## src/rtl/layer_sequencer.sv

```systemverilog
// Runs one inference as NUM_PASSES neuron passes and keeps a running signed argmax.
// Define SEQ_TIMEOUT_EN to add a watchdog that aborts a run when neuron_ready never arrives.
module layer_sequencer #(
  parameter int NUM_PASSES = 10,
  parameter int W          = 16,
  parameter int TIMEOUT    = 64,
  parameter int IW         = $clog2(NUM_PASSES)
) (
  input  logic          clk,
  input  logic          rst_n,
  input  logic          go,
  input  logic          neuron_ready,
  input  logic [W-1:0]  score_in,
  output logic          neuron_start,
  output logic [IW-1:0] pass_idx,
  output logic          busy,
  output logic          done,
  output logic [IW-1:0] best_idx,
  output logic [W-1:0]  best_val,
  output logic          error
);

  // state | meaning
  // IDLE  | waiting for go; results from the last run held
  // START | one-cycle neuron_start pulse for pass_idx
  // WAIT  | waiting for neuron_ready, then capture the score
  // NEXT  | advance to the next pass or finish
  // DONE  | one-cycle done pulse
  localparam logic [2:0] IDLE  = 3'd0;
  localparam logic [2:0] START = 3'd1;
  localparam logic [2:0] WAIT  = 3'd2;
  localparam logic [2:0] NEXT  = 3'd3;
  localparam logic [2:0] DONE  = 3'd4;

  localparam logic [IW-1:0] LAST_PASS = IW'(NUM_PASSES - 1);

  if (NUM_PASSES < 2 || TIMEOUT < 2) begin : g_bad_cfg
    $error("layer_sequencer: NUM_PASSES and TIMEOUT must both be at least 2");
  end

  logic [2:0] state;
  logic       timeout_hit;
  logic       take_score;

  assign neuron_start = (state == START);
  assign busy         = (state != IDLE);
  assign done         = (state == DONE);

  // Pass 0 seeds the argmax; later passes need a strictly larger score so ties keep the lower index.
  assign take_score = (pass_idx == '0) || ($signed(score_in) > $signed(best_val));

  always_ff @(posedge clk or negedge rst_n) begin
    if (!rst_n) begin
      state    <= IDLE;
      pass_idx <= '0;
      best_idx <= '0;
      best_val <= '0;
    end else begin
      case (state)
        IDLE: begin
          if (go) begin
            state    <= START;
            pass_idx <= '0;
          end
        end
        START: state <= WAIT;
        WAIT: begin
          if (neuron_ready) begin
            state <= NEXT;
            if (take_score) begin
              best_val <= score_in;
              best_idx <= pass_idx;
            end
          end else if (timeout_hit) begin
            state <= DONE;
          end
        end
        NEXT: begin
          if (pass_idx == LAST_PASS) begin
            state <= DONE;
          end else begin
            pass_idx <= pass_idx + IW'(1);
            state    <= START;
          end
        end
        DONE:    state <= IDLE;
        default: state <= IDLE;
      endcase
    end
  end

`ifdef SEQ_TIMEOUT_EN
  localparam int TW = (TIMEOUT > 2) ? $clog2(TIMEOUT) : 1;

  logic [TW-1:0] wdog;

  // Loaded in START so it is fresh on every WAIT entry; expiry lands on the TIMEOUT-th WAIT cycle.
  always_ff @(posedge clk or negedge rst_n) begin
    if (!rst_n) begin
      wdog <= '0;
    end else if (state == START) begin
      wdog <= TW'(TIMEOUT - 1);
    end else if (state == WAIT && wdog != '0) begin
      wdog <= wdog - TW'(1);
    end
  end

  assign timeout_hit = (state == WAIT) && !neuron_ready && (wdog == '0);

  always_ff @(posedge clk or negedge rst_n) begin
    if (!rst_n) begin
      error <= 1'b0;
    end else if (state == IDLE && go) begin
      error <= 1'b0;
    end else if (timeout_hit) begin
      error <= 1'b1;
    end
  end
`else
  assign timeout_hit = 1'b0;
  assign error       = 1'b0;
`endif

endmodule

```

## config.mk

```make
export PLATFORM = sky130hd
export DESIGN_NAME = layer_sequencer
export DESIGN_NICKNAME = d
export VERILOG_FILES = /design/src/rtl/layer_sequencer.sv
export SDC_FILE = /design/constraint.sdc
export NUM_CORES = 1
export LEC_CHECK = 0
export CAP_MARGIN = 5
export CELL_PAD_IN_SITES_DETAIL_PLACEMENT = 0
export CELL_PAD_IN_SITES_GLOBAL_PLACEMENT = 1
export CORE_MARGIN = 5
export CORE_UTILIZATION = 37
export DETAILED_ROUTE_END_ITERATION = 7
export GPL_TIMING_DRIVEN = 0
export PLACE_DENSITY_LB_ADDON = 0.2
export SLEW_MARGIN = 20
export SYNTH_ARGS = -nofsm -noshare
export SYNTH_HDL_FRONTEND = slang
export SYNTH_SLANG_ARGS = --single-unit
```

## constraint.sdc

```tcl
create_clock -name clk -period 2.72 [get_ports clk]
set_input_delay 0.408 -clock clk [delete_from_list [all_inputs] [get_ports clk]]
set_output_delay 0.408 -clock clk [all_outputs]
set_load 0.1 [all_outputs]
```

**After elaboration in Yosys (flattened, before gate mapping)**

Cells that the tools add are included.

- Register bits: 27
- Input port bits: 20
- Output and inout port bits: 28
- Logic and storage cells: 29

- Add/sub/neg operators: 1
- Order comparisons: 1
- Equality and inequality tests: 8
- Multiplexer cells: 7
- Reduce and logical (&&, ||, !) cells: 8

Operators with widths:

| operator | number |
|---|---|
| 16-bit greater-than comparator | 1 |
| 3-bit one-hot mux with 4 select lines | 1 |
| 3-bit 2-to-1 mux | 3 |
| 4-bit 2-to-1 mux | 2 |
| 4-bit one-hot mux with 2 select lines | 1 |
| 3-bit by 2-bit == test with 1-bit output (second input constant) | 2 |
| 2-bit inequality test (second input constant) | 3 |
| 3-bit AND reduction | 2 |
| 4-bit by 1-bit adder with 4-bit output (second input constant) | 1 |
| 4-bit == test (second input constant) | 1 |
| 4-bit zero test | 1 |
| 3-bit by 1-bit == test with 1-bit output (second input constant) | 1 |
| 3-bit == test (second input constant) | 1 |
| 3-bit zero test | 1 |
| 3-bit nonzero test | 1 |
| 2-bit AND reduction | 1 |
| 2-bit nonzero test | 1 |
| 1-bit logical OR | 1 |

**Depth between registers and ports, before layout**

- Depth after elaboration: 3
- Mapped depth: 8
- Gate-level depth less buffers: 7

**Worst setup path after synthesis**

Ideal clock, no wire load.

- Path kind: reg-to-output
- Start point: register state[1]
- End point: output port done
- Arrival time: 2.739 ns
- Required time: 2.312 ns
- Slack: -0.427 ns
- Stages on the path, launching flop included: 3
- Buffers on the path: 1
- Cells stage by stage: dfrtp_1 buf_2 nor3b_1

- Longest elaborated chain between the ends: 1

Ends and longest elaborated chain:

| what | RTL line | RTL |
|---|---|---|
| from (decl) | 41 | `logic [2:0] state;` |
| from (signal assigned) | 54 | `state <= IDLE;` |
| from (signal assigned) | 62 | `state <= START;` |
| from (signal assigned) | 66 | `START: state <= WAIT;` |
| 3-bit == test | 47 | `assign done = (state == DONE);` |
| to (decl) | 17 | `output logic done,` |

Every way passes these cells.

**Worst setup path after layout**

Same ends and word-level chain as after synthesis.

==> run summary <==
synth top area cells: dfrtp_1, ha_1, mux2_4, mux2_2, inv_1
Synth Register Bits: 27
most common cell in the netlist: dfrtp_1
Worst-Skew Late Latency: 280 ps
number of flops mapped to enable cells by yosys: 0
Worst slew margin: 34.29%
Netlist Area Pre-Place: 0.001745 mm2
gpl congestion: 0.7628
reported max-cap violation count: 0
Worst setup SP type: flip-flop
Avg Cell Area, Syn: 11.41 um2
worst-case reg-to-reg path depth: 8
first-pass GRT wire length: 6161 um
Max Freq: 385.9 MHz
Slew @ Worst Pin: 982.6 ps
DRC: 0
Net Count, Synth: 192
Die Y-Extent: 78.69 um
drt wl/cell: 14.15 um
final worst path period need: 2592 ps
core area: 0.004661 mm2
area leader, netlist: dfrtp_1
area of the multi-input gates: 959.7 um2
Max clock buf depth: 2
Filler Cells Inserted: 419
Async S/R FF share, synth: 100.0%
drt first-iter violations: 14
status: finished clean
Final Hold Viols: 0
I/O Buffers: 46
CTS tree: done
Post-DRT Antenna Nets: 0
total grt overflow: 0
H-tree Lvls: 1
dpl cell area: 0.002297 mm2
Reg area: 694.4 um2
largest net degree at the start of global routing: 28
post-CTS setup buffers: 0
number of diodes: 0
routed vias: 1258
kind of end point of the critical path: output pin
Worst-path clk slew: 100 ps
final setup vio count: 0
worst min path class: in -> async
GRT Total Usage: 12.60%
DIE AREA: 0.006191 mm2
Final period util: 95.28%
RSZ-0062 raised after global routing: no
top_reg_cell synth: dfrtp_1
top-area cell type share of the netlist area: 38.71%
hold-fix buffer count after cts: 0
Synth Instances: 153
vias in the first global route: 1302
HPWL after DPL: 2821 um
max-slew violation count: 0
final wirelength: 3637 um
CP arrival: 2180 ps
Setup TNS: 0 ps
final clock skew: 1.614 ps
top post-synthesis cells by count: dfrtp_1, ha_1, inv_1, mux2_2, mux2_4
Starting Density: 37.45%
nets: 243
WP data required: 2310 ps
Die X: 78.69 um
synth warn: 0
post-synthesis sequential area ratio: 38.71%
Design Area, Final: 0.002346 mm2
I/O Pins: 48
CP Class: reg -> out
Clock Sinks: 27
CTS Buf Count: 3
Site Rows: 25
fraction of layout cells with a size suffix above 1: 29.56%
root buffer cell: clkbuf_8
DRT Pass-1 Iters: 3
area delta synth->final: 34.41%
Synth cell types: 38
Vias/cell: 4.895
worst-path maximum fanout: 10
initial antenna violation count: 0
==> placed cells by master, fill, tap and decap left out, types with 3 or more instances in the layout <==
cell type        count
mux2_2              11
a21oi_1              9
o21ai_0              5
nand2_1              4
clkbuf_8             3
nand3_1              5
inv_1               19
clkdlybuf4s50_1     44
nor2_1               7
nand4_1              3
dfrtp_2             15
buf_2                3
dfrtp_1             12
ha_1                19
mux2_4              10
==> routing by layer <==
layer | track usage (%) | part of all wire (%)
met3 | 2.638 | 4.4
met1 | 15.11 | 44
met4 | 4.720 | 1.5
met5 | 0 | 0
met2 | 21.99 | 50
==> sequential cells by signal, summed over array words and instances, names as in the netlist <==
name,flops
state,3
pass_idx,4
best_val,16
best_idx,4
==> worst max-delay path: stages, from the launching register on <==
cell and delay [ps]:
dfrtp_1 360, buf_2 190, nor3b_2 190, clkdlybuf4s50_1 1150
==> cell families (layout without fill, tap and decap cells) <==
group	Yosys count	after routing	synth area share (%)
fa+ha+maj	19	19	13.62
simple gates	38	38	15.91
compound gates	22	22	8.459
mux	21	21	15.70
flops	27	27	38.71
xor+xnor	1	1	0.5019
buf+inv	24	74	6.882
other cells	1	1	0.2148
==> area by class of cell <==
type / count / area share [%]
Buffer: 5 / 2.080
Clock buffer: 3 / 1.760
Timing Repair Buffer: 46 / 19.52
Inverter: 19 / 3.040
Sequential cell: 27 / 29.60
Multi-Input combinational cell: 102 / 40.91
Clock inverter: 1 / 0.2133
Tap cell: 54 / 2.880
==> through the flow <==
stage | utilization (%) | std cells | hold slack, ps | setup WS (ps)
final | 50.34 | 257 | 126.9 | 128.3
after global routing | 50.34 | 257 | 176.2 | 12.36
after CTS | 50.28 | 257 | 153.7 | 14.08
after detailed placement | 49.29 | 253 | 467.0 | -156.9
after global placement | 49.40 | 253 | 497.9 | -131.3
after floorplan | - | 153 | 112.4 | 44.46
==> final timing paths <==
kind,start,endpoint,slack (ps)
worst max register to register,best_val[15]$_DFFE_PN0P_,best_val[5]$_DFFE_PN0P_,330
max in group asynchronous,rst_n,best_val[7]$_DFFE_PN0P_,2150
min in group clk,best_idx[1]$_DFFE_PN0P_,best_idx[1]$_DFFE_PN0P_,520
worst min register to register,best_idx[1]$_DFFE_PN0P_,best_idx[1]$_DFFE_PN0P_,520
worst min-delay path,rst_n,best_val[8]$_DFFE_PN0P_,130
worst max-delay path,state[1]$_DFFE_PN0P_,done,130
==> what timing repair did <==
action | in CTS | in global routing
endpoints found under the setup margin | 0 | 1
resized for setup | 0 | 1
hold endpoints to repair | 0 | 0
Power is left out: the tool's default activity adds up to more than one toggle a clock period on the data nets, which glitch-free logic cannot reach.
==> RTL change (same settings) <==
The parameter `NUM_PASSES` goes from 10 to 5.
--- a/src/rtl/layer_sequencer.sv
+++ b/src/rtl/layer_sequencer.sv
@@ -3,3 +3,3 @@
 module layer_sequencer #(
-  parameter int NUM_PASSES = 10,
+  parameter int NUM_PASSES = 5,
   parameter int W          = 16,
Interface: changed (resized best_idx and pass_idx); port bits go from 48 to 46. No check against the original RTL was run, so the function may have changed too.
==> RTL change against the unedited design <==
  * Final cell count shrank 8.2%
  * Worst setup slack lost 0.038 ns
  * Design area shrank 7.8%
  * Synthesized area shrank 13%
  * Sequential share of layout area grew 0.48 points
  * Sequential cell count shrank 2
  * Core utilization grew 3.7 points
  * Largest cell class unchanged
  * Wire length shrank 13%
  * Register-to-register slack lost 0.15 ns
  * Fmax shrank 1.5%
  * Count of clock-buffer cells in the layout is the same
Power is left out: the tool's default activity adds up to more than one toggle a clock period on the data nets, which glitch-free logic cannot reach.
==> RTL change: results (changes against the unedited design) <==
The flow ran to the end, and the final reports show no timing, DRC or antenna violations. The worst slew margin relative to its limit came out at 34.5% (+0.19 points). The multiplexer share of the synthesized area was 17.8% (+2.1 points). The fraction of final layout cells sized beyond drive strength 1 came out at 24.2% (-5.4 points). Ranked by total cell area, the synthesized netlist is headed by sky130_fd_sc_hd__dfrtp_1, sky130_fd_sc_hd__ha_1, sky130_fd_sc_hd__mux2_4. The number of cells on the worst reg-to-reg path came out at 9 (+1). The routed length on met1 came to 1.39 mm (-13%). The routing usage on met3 is 3.92% (+1.3 points). The critical path starts at score_in[13]. The kind of cell with the highest combined delay along the critical path is simple AND/OR/NAND/NOR gates. The register area share after synthesis is 41.0% (+2.3 points).

The count of non-filler cells in the finished layout came out at 236 (-8.2%). The total number of nets in the final design came out at 225 (-7.4%). The average vias per placed instance is 4.83 (-1.2%). The total nets after synthesis came out at 174 (-9.4%).

The startpoint identified for the worst register-to-register timing path is best_val[13]. The signal arrival time at the worst endpoint came out at 2.79 ns (+0.61 ns). Ranked by instance count, the synthesized netlist is headed by sky130_fd_sc_hd__dfrtp_1, sky130_fd_sc_hd__inv_1, sky130_fd_sc_hd__ha_1, sky130_fd_sc_hd__mux2_4, sky130_fd_sc_hd__mux2_2. The number of detailed-route iterations in the first pass was 4 (+1). The largest net degree at the start of global routing is 26 (-7.1%). The met2 layer wire length in the routed design came out at 1.57 mm (-14%). The count of input and output buffers came to 44 (-4.3%).

The placed wire-length estimate after detailed placement came out at 2.51 mm (-11%). The worst-case hold slack was 0.114 ns (-0.0131 ns). The worst register-to-register path ends at best_val[3].
==> RTL change: area by class of cell <==
cell class                 count  area, um2
fill                         344       1840
multi-input combinational     87        822
sequential                    25        651
timing repair buffer          46        465
inverter                      21       78.8
tap                           50       62.6
clock buffer                   3       41.3
buffer                         3       35.0
clock inverter                 1       7.51
==> RTL change: worst max path at each step <==
stage          slack [ns]           end  cells past startpoint
2_1_floorplan       0.008   best_val[0]                      9
3_3_place_gp        -0.33   best_val[2]                      9
3_5_place_dp        -0.34  best_val[14]                      9
4_1_cts              0.03  best_val[14]                      9
5_1_grt             0.009  best_val[14]                      9
6_report             0.09   best_val[3]                      9
==> RTL change: metrics by stage <==
| stage | cell area (um2) | setup TNS (ns) |
|---|---|---|
| 3_5_place_dp | 2060 | -5.11 |
| 6_report | 2160 | 0 |
| 2_1_floorplan | 1560 | 0 |
| 5_1_grt | 2160 | 0 |
| 4_1_cts | 2140 | 0 |
| 3_3_place_gp | 2060 | -4.97 |
